File: src/rtl/fetch_queue_pkg.sv
// Shared opcode/func constants, predecode class encodings and the stored entry layout
// for the fetch queue.
package fetch_queue_pkg;

  localparam logic [5:0] OP_SPECIAL = 6'b000000;
  localparam logic [5:0] OP_J       = 6'b000010;
  localparam logic [5:0] OP_JAL     = 6'b000011;
  localparam logic [5:0] OP_BEQ     = 6'b000100;
  localparam logic [5:0] FUNC_JR    = 6'b001000;

  localparam logic [1:0] CTRL_SEQ = 2'b00;
  localparam logic [1:0] CTRL_BR  = 2'b01;
  localparam logic [1:0] CTRL_J   = 2'b10;
  localparam logic [1:0] CTRL_JR  = 2'b11;

  typedef struct packed {
    logic [31:0] pc;
    logic [31:0] instr;
    logic [1:0]  ctrl;
  } fq_entry_t;

endpackage

File: src/rtl/fetch_queue_predecode.sv
// Combinational control-flow classifier: maps an instruction word to its 2-bit
// predecode class (seq, beq, j/jal, jr).
module fetchq_predecode
  import fetch_queue_pkg::*;
(
  input  logic [31:0] instr,
  output logic [1:0]  ctrl
);

  logic [5:0] op;
  logic [5:0] func;

  assign op   = instr[31:26];
  assign func = instr[5:0];

  always_comb begin
    ctrl = CTRL_SEQ;
    if (op == OP_BEQ) begin
      ctrl = CTRL_BR;
    end else if (op == OP_J || op == OP_JAL) begin
      ctrl = CTRL_J;
    end else if (op == OP_SPECIAL && func == FUNC_JR) begin
      ctrl = CTRL_JR;
    end
  end

endmodule

File: src/rtl/fetch_queue.sv
// Fetch-to-decode instruction buffer with flush and predecode on entry.
// Optional FETCHQ_BYPASS_EN lets an empty queue forward the incoming word combinationally.
module fetch_queue
  import fetch_queue_pkg::*;
#(
  parameter int DEPTH = 4,
  parameter int AW    = 2
) (
  input  logic          Clk,
  input  logic          Reset,
  input  logic          Flush,
  input  logic          InValid,
  output logic          InReady,
  input  logic [31:0]   InPC,
  input  logic [31:0]   InInstr,
  output logic          OutValid,
  input  logic          OutReady,
  output logic [31:0]   OutPC,
  output logic [31:0]   OutInstr,
  output logic [1:0]    OutCtrl,
  output logic [AW:0]   Count
);

  localparam logic [AW:0]   FULL_CNT = (AW+1)'(DEPTH);
  localparam logic [AW:0]   CNT_ONE  = (AW+1)'(1);
  localparam logic [AW-1:0] PTR_ONE  = AW'(1);

  // Handshake: a transfer happens on a side only in a cycle where valid and ready are
  // both high at the clock edge; valid never waits for ready, and InReady looks only at
  // the occupancy so it is free of any path from OutReady.

  logic [AW-1:0] rp, wp;
  logic [AW:0]   count;
  fq_entry_t     mem [DEPTH];
  logic [1:0]    wr_ctrl;
  logic          stored_valid;
  logic          bypass_act;
  logic          byp_take;
  logic          push, pop;

  fetchq_predecode u_pd_wr (.instr(InInstr), .ctrl(wr_ctrl));

  assign stored_valid = (count != '0);
  assign InReady      = (count != FULL_CNT);
  assign Count        = count;

`ifdef FETCHQ_BYPASS_EN
  logic [1:0] byp_ctrl;

  fetchq_predecode u_pd_byp (.instr(InInstr), .ctrl(byp_ctrl));

  assign bypass_act = ~stored_valid & InValid & ~Flush;
  // A forwarded word that decode takes right away never occupies a slot.
  assign byp_take   = bypass_act & OutReady;
`else
  assign bypass_act = 1'b0;
  assign byp_take   = 1'b0;
`endif

  assign push = InValid & InReady & ~Flush & ~byp_take;
  assign pop  = stored_valid & OutReady & ~Flush;

  assign OutValid = stored_valid | bypass_act;

  always_comb begin
    OutPC    = '0;
    OutInstr = '0;
    OutCtrl  = CTRL_SEQ;
    if (stored_valid) begin
      OutPC    = mem[rp].pc;
      OutInstr = mem[rp].instr;
      OutCtrl  = mem[rp].ctrl;
    end
`ifdef FETCHQ_BYPASS_EN
    else if (bypass_act) begin
      OutPC    = InPC;
      OutInstr = InInstr;
      OutCtrl  = byp_ctrl;
    end
`endif
  end

  always_ff @(posedge Clk) begin
    if (Reset || Flush) begin
      rp    <= '0;
      wp    <= '0;
      count <= '0;
    end else begin
      if (push) wp <= wp + PTR_ONE;
      if (pop)  rp <= rp + PTR_ONE;
      case ({push, pop})
        2'b10:   count <= count + CNT_ONE;
        2'b01:   count <= count - CNT_ONE;
        default: count <= count;
      endcase
    end
  end

  // Storage is not cleared by reset; only the pointers and occupancy matter.
  always_ff @(posedge Clk) begin
    if (push && !Reset) begin
      mem[wp] <= '{pc: InPC, instr: InInstr, ctrl: wr_ctrl};
    end
  end

endmodule

File: config.mk
export PLATFORM = sky130hd
export DESIGN_NAME = fetch_queue
export DESIGN_NICKNAME = d
export VERILOG_FILES = /design/src/rtl/fetch_queue_pkg.sv /design/src/rtl/fetch_queue_predecode.sv /design/src/rtl/fetch_queue.sv
export SDC_FILE = /design/constraint.sdc
export NUM_CORES = 1
export LEC_CHECK = 0
export CAP_MARGIN = 20
export CORE_AREA = 5 5 159 161
export DETAILED_ROUTE_END_ITERATION = 16
export DIE_AREA = 0 0 164 166
export GPL_TIMING_DRIVEN = 0
export PLACE_DENSITY = 0.76
export SLEW_MARGIN = 20
export SYNTH_ARGS = -nofsm -noshare
export SYNTH_HDL_FRONTEND = slang
export SYNTH_HIERARCHICAL = 1
export SYNTH_SLANG_ARGS = --single-unit
export TNS_END_PERCENT = 1
File: constraint.sdc
create_clock -name Clk -period 9.8 [get_ports Clk]
set_input_delay 1.47 -clock Clk [delete_from_list [all_inputs] [get_ports Clk]]
set_output_delay 1.47 -clock Clk [all_outputs]
set_load 0.02 [all_outputs]
Word level (Yosys, flattened, before mapping)
Memory sizes are Yosys's and may differ from the RTL's. A register that Yosys moved wholly into a read port is not among the register bits. Index checks and enable logic that the tools add are counted.

Register bits after elaboration: 7. Memories kept: 1. Output and inout port bits: 71. Memory bits (writable): 264. Logic and storage cells: 39.

Memory list: mem (depth 4, width 66, rd ports 1, clocked after memory_dff 1, wr ports 1, RTL line fetch_queue.sv:34) `fq_entry_t mem [DEPTH];`.

Reduce and logical (&&, ||, !) cells: 8. Mux-type cells: 11. Eq/ne operators: 7. Add/sub/neg operators: 4. Bitwise logic cells: 5.

Operator list (number): 32-bit two-way mux (2); 6-bit by 2-bit equality test with 1-bit output, second input constant (2); 2-bit two-way mux (6); 6-bit by 3-bit equality test with 1-bit output, second input constant (1); 6-bit by 4-bit equality test with 1-bit output, second input constant (1); 6-bit zero test (1); 3-bit one-hot mux with 2 select lines (1); 2-bit by 1-bit adder with 2-bit output, second input constant (2); 1-bit AND (4); 3-bit by 1-bit adder with 3-bit output, second input constant (1); 3-bit != test, second input constant (1); 3-bit nonzero test (1); 3-bit by 1-bit subtractor with 3-bit output, second input constant (1); 2-bit by 1-bit equality test with 1-bit output, second input constant (1); 2-bit equality test, second input constant (1); 1-bit logical AND (2); 1-bit logical OR (2); 1-bit two-way mux (2); 2-bit nonzero test (1); 1-bit zero test (1); 1-bit NOT (1).

Longest topological paths before layout
Word-level depth: 6. Mapped depth: 8.

By module
The synthesis kept the hierarchy.

By module, submodules not included: fetch_queue (seq. area each 8107.8 µm², times used 1, area an instance 10437.5 µm², cells an instance 470); fetchq_predecode (seq. area each 0.0 µm², times used 1, area an instance 70.1 µm², cells an instance 8).

Worst setup path before layout
No wires, ideal clock.

Path kind: in2reg. Start point: in Flush. End point: mem mem[1][0] (netlist name), enable pin. Required time: 9.215 ns. Arrival: 6.640 ns. Cell stages on the path: 2. Path slack: 2.575 ns. Cell sequence: nand3b_2 nor3b_1.

Longest elaborated chain between the ends: 5.

Ends and longest elaborated chain: from (decl) (RTL line fetch_queue.sv:11) `input logic Flush,`; 1-bit NOT (RTL line fetch_queue.sv:60) `assign push = InValid & InReady & ~Flush & ~byp_take;`; 1-bit AND (RTL line fetch_queue.sv:60); 1-bit logical AND (RTL line fetch_queue.sv:101) `if (push && !Reset) begin`; 1-bit two-way mux (RTL line fetch_queue.sv:101); 1-bit two-way mux (not written as such) (RTL line fetch_queue.sv:102) `mem[wp] <= '{pc: InPC, instr: InInstr, ctrl: wr_ctrl};`; to (decl) (RTL line fetch_queue.sv:34).

No other way between the ends.

Worst setup path in the final report
Start point: reg count[0] (netlist: Count[0]). End point: out OutInstr[1].

Longest elaborated chain between the ends: 2.

Ends and longest elaborated chain: from (decl) (RTL line fetch_queue.sv:33) `logic [AW:0] count;`; from (signal assigned) (RTL line fetch_queue.sv:92) `2'b10: count <= count + CNT_ONE;`; from (signal assigned) (RTL line fetch_queue.sv:93) `2'b01: count <= count - CNT_ONE;`; from (signal assigned) (RTL line fetch_queue.sv:94) `default: count <= count;`; 3-bit nonzero test (RTL line fetch_queue.sv:43) `assign stored_valid = (count != '0);`; 32-bit two-way mux (RTL line fetch_queue.sv:69) `if (stored_valid) begin`; to (decl) (RTL line fetch_queue.sv:19) `output logic [31:0] OutInstr,`.

No other way between the ends.

==> summary by stage <==
Power
The switching component of the power is 0.471 mW. Net switching is 19.5% of the power. Dividing total power by cell area gives a power density of 178 nW/um^2. The clock network accounts for 41.8% of the total power. VDD sags by at most 0.127 mV. The total leakage power is 4.34 nW. The internal power is 1.94 mW. Of the total power, registers draw 53.6%. The share of total power dissipated in combinational logic is 4.6%.

Global routing
The number of antenna violations at the first check in global routing came to 0. The aggregate global routing overflow is 0. The number of global-route vias before repair is 5789.

Across every metal layer, demand over resource in global routing totals 15.4%. The first global-routing pass estimated 32900 um of wire. Entering global routing, the biggest net connects 15 pins.

Floorplanning
The die span in y is 166 um. The count of pins on the block boundary is 140. In this run the horizontal extent of the chip is 164 um. The number of rows in the core area is 57.

The total core area is 23800 sq um. The starting utilization of the core area is 44.1%. The die covers 27200 sq um.

Clock tree
Clock tree synthesis selected as its root buffer the cell clkbuf_16. The number of buffers inserted to repair setup after CTS is 0. The clock latency of the later-clocked register in the worst-skew pair is 530 ps. The maximum clock path buffer count is 3. The clock tree from TritonCTS is done. The post-CTS resize count is 0. Clock tree synthesis inserted a total of 28 buffers.

The number of levels in the clock H-tree is 1. The sink count of the clock tree is 273. The count of hold-fix buffers inserted at cts is 0. Clock-pin slew was measured on the worst setup and hold paths at 60 ps.

Final layout
The number of diodes is 0. The fill cell total of the finished layout is 1822. The share of the core filled with cells in the final layout is 56.8%. The net count of the finished layout is 758. The area growth from synthesis to layout is 28.8%. The final instance area is 13500 sq um. The share of layout cells above drive strength 1 is 23.3%.

Critical path
In this run the worst path has a maximum fanout of 10. The endpoint kind of the worst setup timing path is an output port. The startpoint kind of the worst setup timing path is a flop. The data required time of the worst path is 8330 ps. For the worst setup path, the data arrival time is 3000 ps. The critical path is of the reg -> out type.

STA
The share of the clock period used by the worst path is 45.6%. In the post-route analysis, the smallest setup slack over all paths is 5330 ps. Measured against its own limit, the worst slew margin works out to 55.1%.

The hold violation count in the final report is 0. The aggregate negative setup slack is 0 ps. The number of pins exceeding their max-slew limit in the final report is 0. For the finished layout, the period the worst path requires is 4470 ps. Setup repair after global routing left no endpoint under its margin. Derived from the worst setup path, the maximum achievable clock frequency is 224 MHz. The worst clock skew on the final layout is 18.5 ps.

The transition at the pin with the smallest max-transition slack is 674 ps. Setup violations remaining at the end of the flow were counted as 0.

Placed design
Port buffering added 139 buffers. OpenSTA, run right after detailed placement, puts the worst setup slack at 5830 ps. The placer congestion estimate is 0.762.

Summed over all nets, the half-perimeter wirelength after detailed placement is 14700 um. Once placement finished, the instance area stood at 12600 sq um.

Outcome
The run finished with clean final reports.

Yosys
When the netlist entered floorplanning its net count stood at 553. Synthesis handed over a netlist of 478 instances. The number of different library cells in the post-synthesis netlist is 27.

During synthesis, Yosys emitted a total of 6 warnings. Each instance of the synthesized netlist takes up on average 22.0 sq um. The mapped netlist covers 10500 sq um. The part of the Yosys area used for sequential elements is 77.2%. In this run, synthesis produced a sequential element count of 273.

Job
The tool flagged a number of max-cap violations equal to 0.

Routing
The routed design has 20800 um of wire. The violation count after the first detailed-route iteration is 296. After detailed routing, the average wire length per cell comes to 20.2 um. The first TritonRoute pass finished after 4 iterations.

Across all layers, the routed design uses 5212 vias. In the routed layout, each cell is associated on average with a via count of 5.07. The number of nets with antenna violations after detailed routing is 0. The residual DRC count is 0.

Min path
The class of the tightest hold or removal check is reg -> reg.
power by group through the flow:
stage	sequential [mW]	clock, mW	combinational [mW]
after floorplan	1.32	0	0.0413
after global placement	1.32	0	0.105
after detailed placement	1.32	0	0.112
after CTS	1.29	1.04	0.112
after global routing	1.29	1.09	0.119
final	1.29	1.01	0.111
synth_stat cells (all sizes together):
master  count  area (sq um)
nor3        2          10.0
o21ai       1          5.00
or2         1          6.26
o31ai       1          7.51
clkbuf     10          37.5
edfxtp    264          7930
nor4b       1          23.8
a21oi       4          23.8
inv         5          18.8
xor2        4          35.0
dfxtp       9           180
nand3b      1          11.3
or3b        1          8.76
nor3b       4          30.0
or3         3          18.8
and2       66           413
o311ai      1          8.76
ha          5          62.6
mux2i       2          20.0
nand2       4          15.0
buf        12          91.3
nor4        1          12.5
fa          1          20.0
mux4       66          1490
nor2        9          33.8
registers in the layout, summed over array words and instances (netlist names), named ones only:
register,cells
Count,3
mem,264
rp,2
wp,2
per-layer routing:
metal	global-route usage, %	part of all wire (%)	up-vias	wire length (um)
li1	-	-	2340	-
met1	20.7	43	2703	8900
met5	0	0	-	0
met4	3.28	1.5	0	312
met3	3.23	5.5	31	1140
met2	26.0	50	138	10500
worst paths after layout:
check	start	to	slack, ps	cells after the start
worst max-delay path	Count[0]	OutInstr[1]	5330	5
worst min-delay path	wp[0]	wp[0]	510	2
worst max register to register	Count[2]	Count[2]	7220	8
worst min register to register	wp[0]	wp[0]	510	2
cell families (layout without fill, tap and decap cells):
logic type,Yosys count,in the layout,synth area share [%]
AO/OA/AOI/OAI,7,7,0.429
XOR/XNOR,4,4,0.333
adder cells (fa/ha/maj),6,6,0.786
buffers and inverters,27,254,1.41
flip-flops,273,273,77.2
multiplexers,68,68,14.3
AND/OR/NAND/NOR,93,93,5.55
worst max-delay path, stage by stage, from the launching register on:
cell and delay (ps):
dfxtp_1 450, or3_1 300, clkbuf_1 450, clkbuf_1 400
and2_1 240, clkdlybuf4s50_1 620
area by class of cell:
class                           count  area [sq um]  area share (%)
Multi-Input combinational cell    178          2270            16.8
Clock inverter                     17           143            1.05
Inverter                            5          18.8           0.139
Clock buffer                       35           748            5.53
Tap cell                          324           405            3.00
Sequential cell                   273          8110            59.9
Buffer                             22           129           0.952
Timing Repair Buffer              175          1710            12.6
stage by stage:
step	total power, mW	instances	hold slack, ps
floorplan	1.36	478	471
global placement	1.42	941	477
detailed placement	1.43	977	503
CTS	2.44	1029	511
global route	2.50	1029	542
finish	2.41	1029	509
cell usage in the layout, fill, tap and decap left out, drive strengths merged, types with 5 or more instances in the layout:
master / synthesis / layout
and2: 66 / 66
buf: 12 / 48
clkbuf: 10 / 45
clkdlybuf4s50: 0 / 139
clkinv: 0 / 12
dfxtp: 9 / 9
edfxtp: 264 / 264
ha: 5 / 5
inv: 5 / 5
mux4: 66 / 66
nor2: 9 / 9
Power figures use the tool's default switching activity.
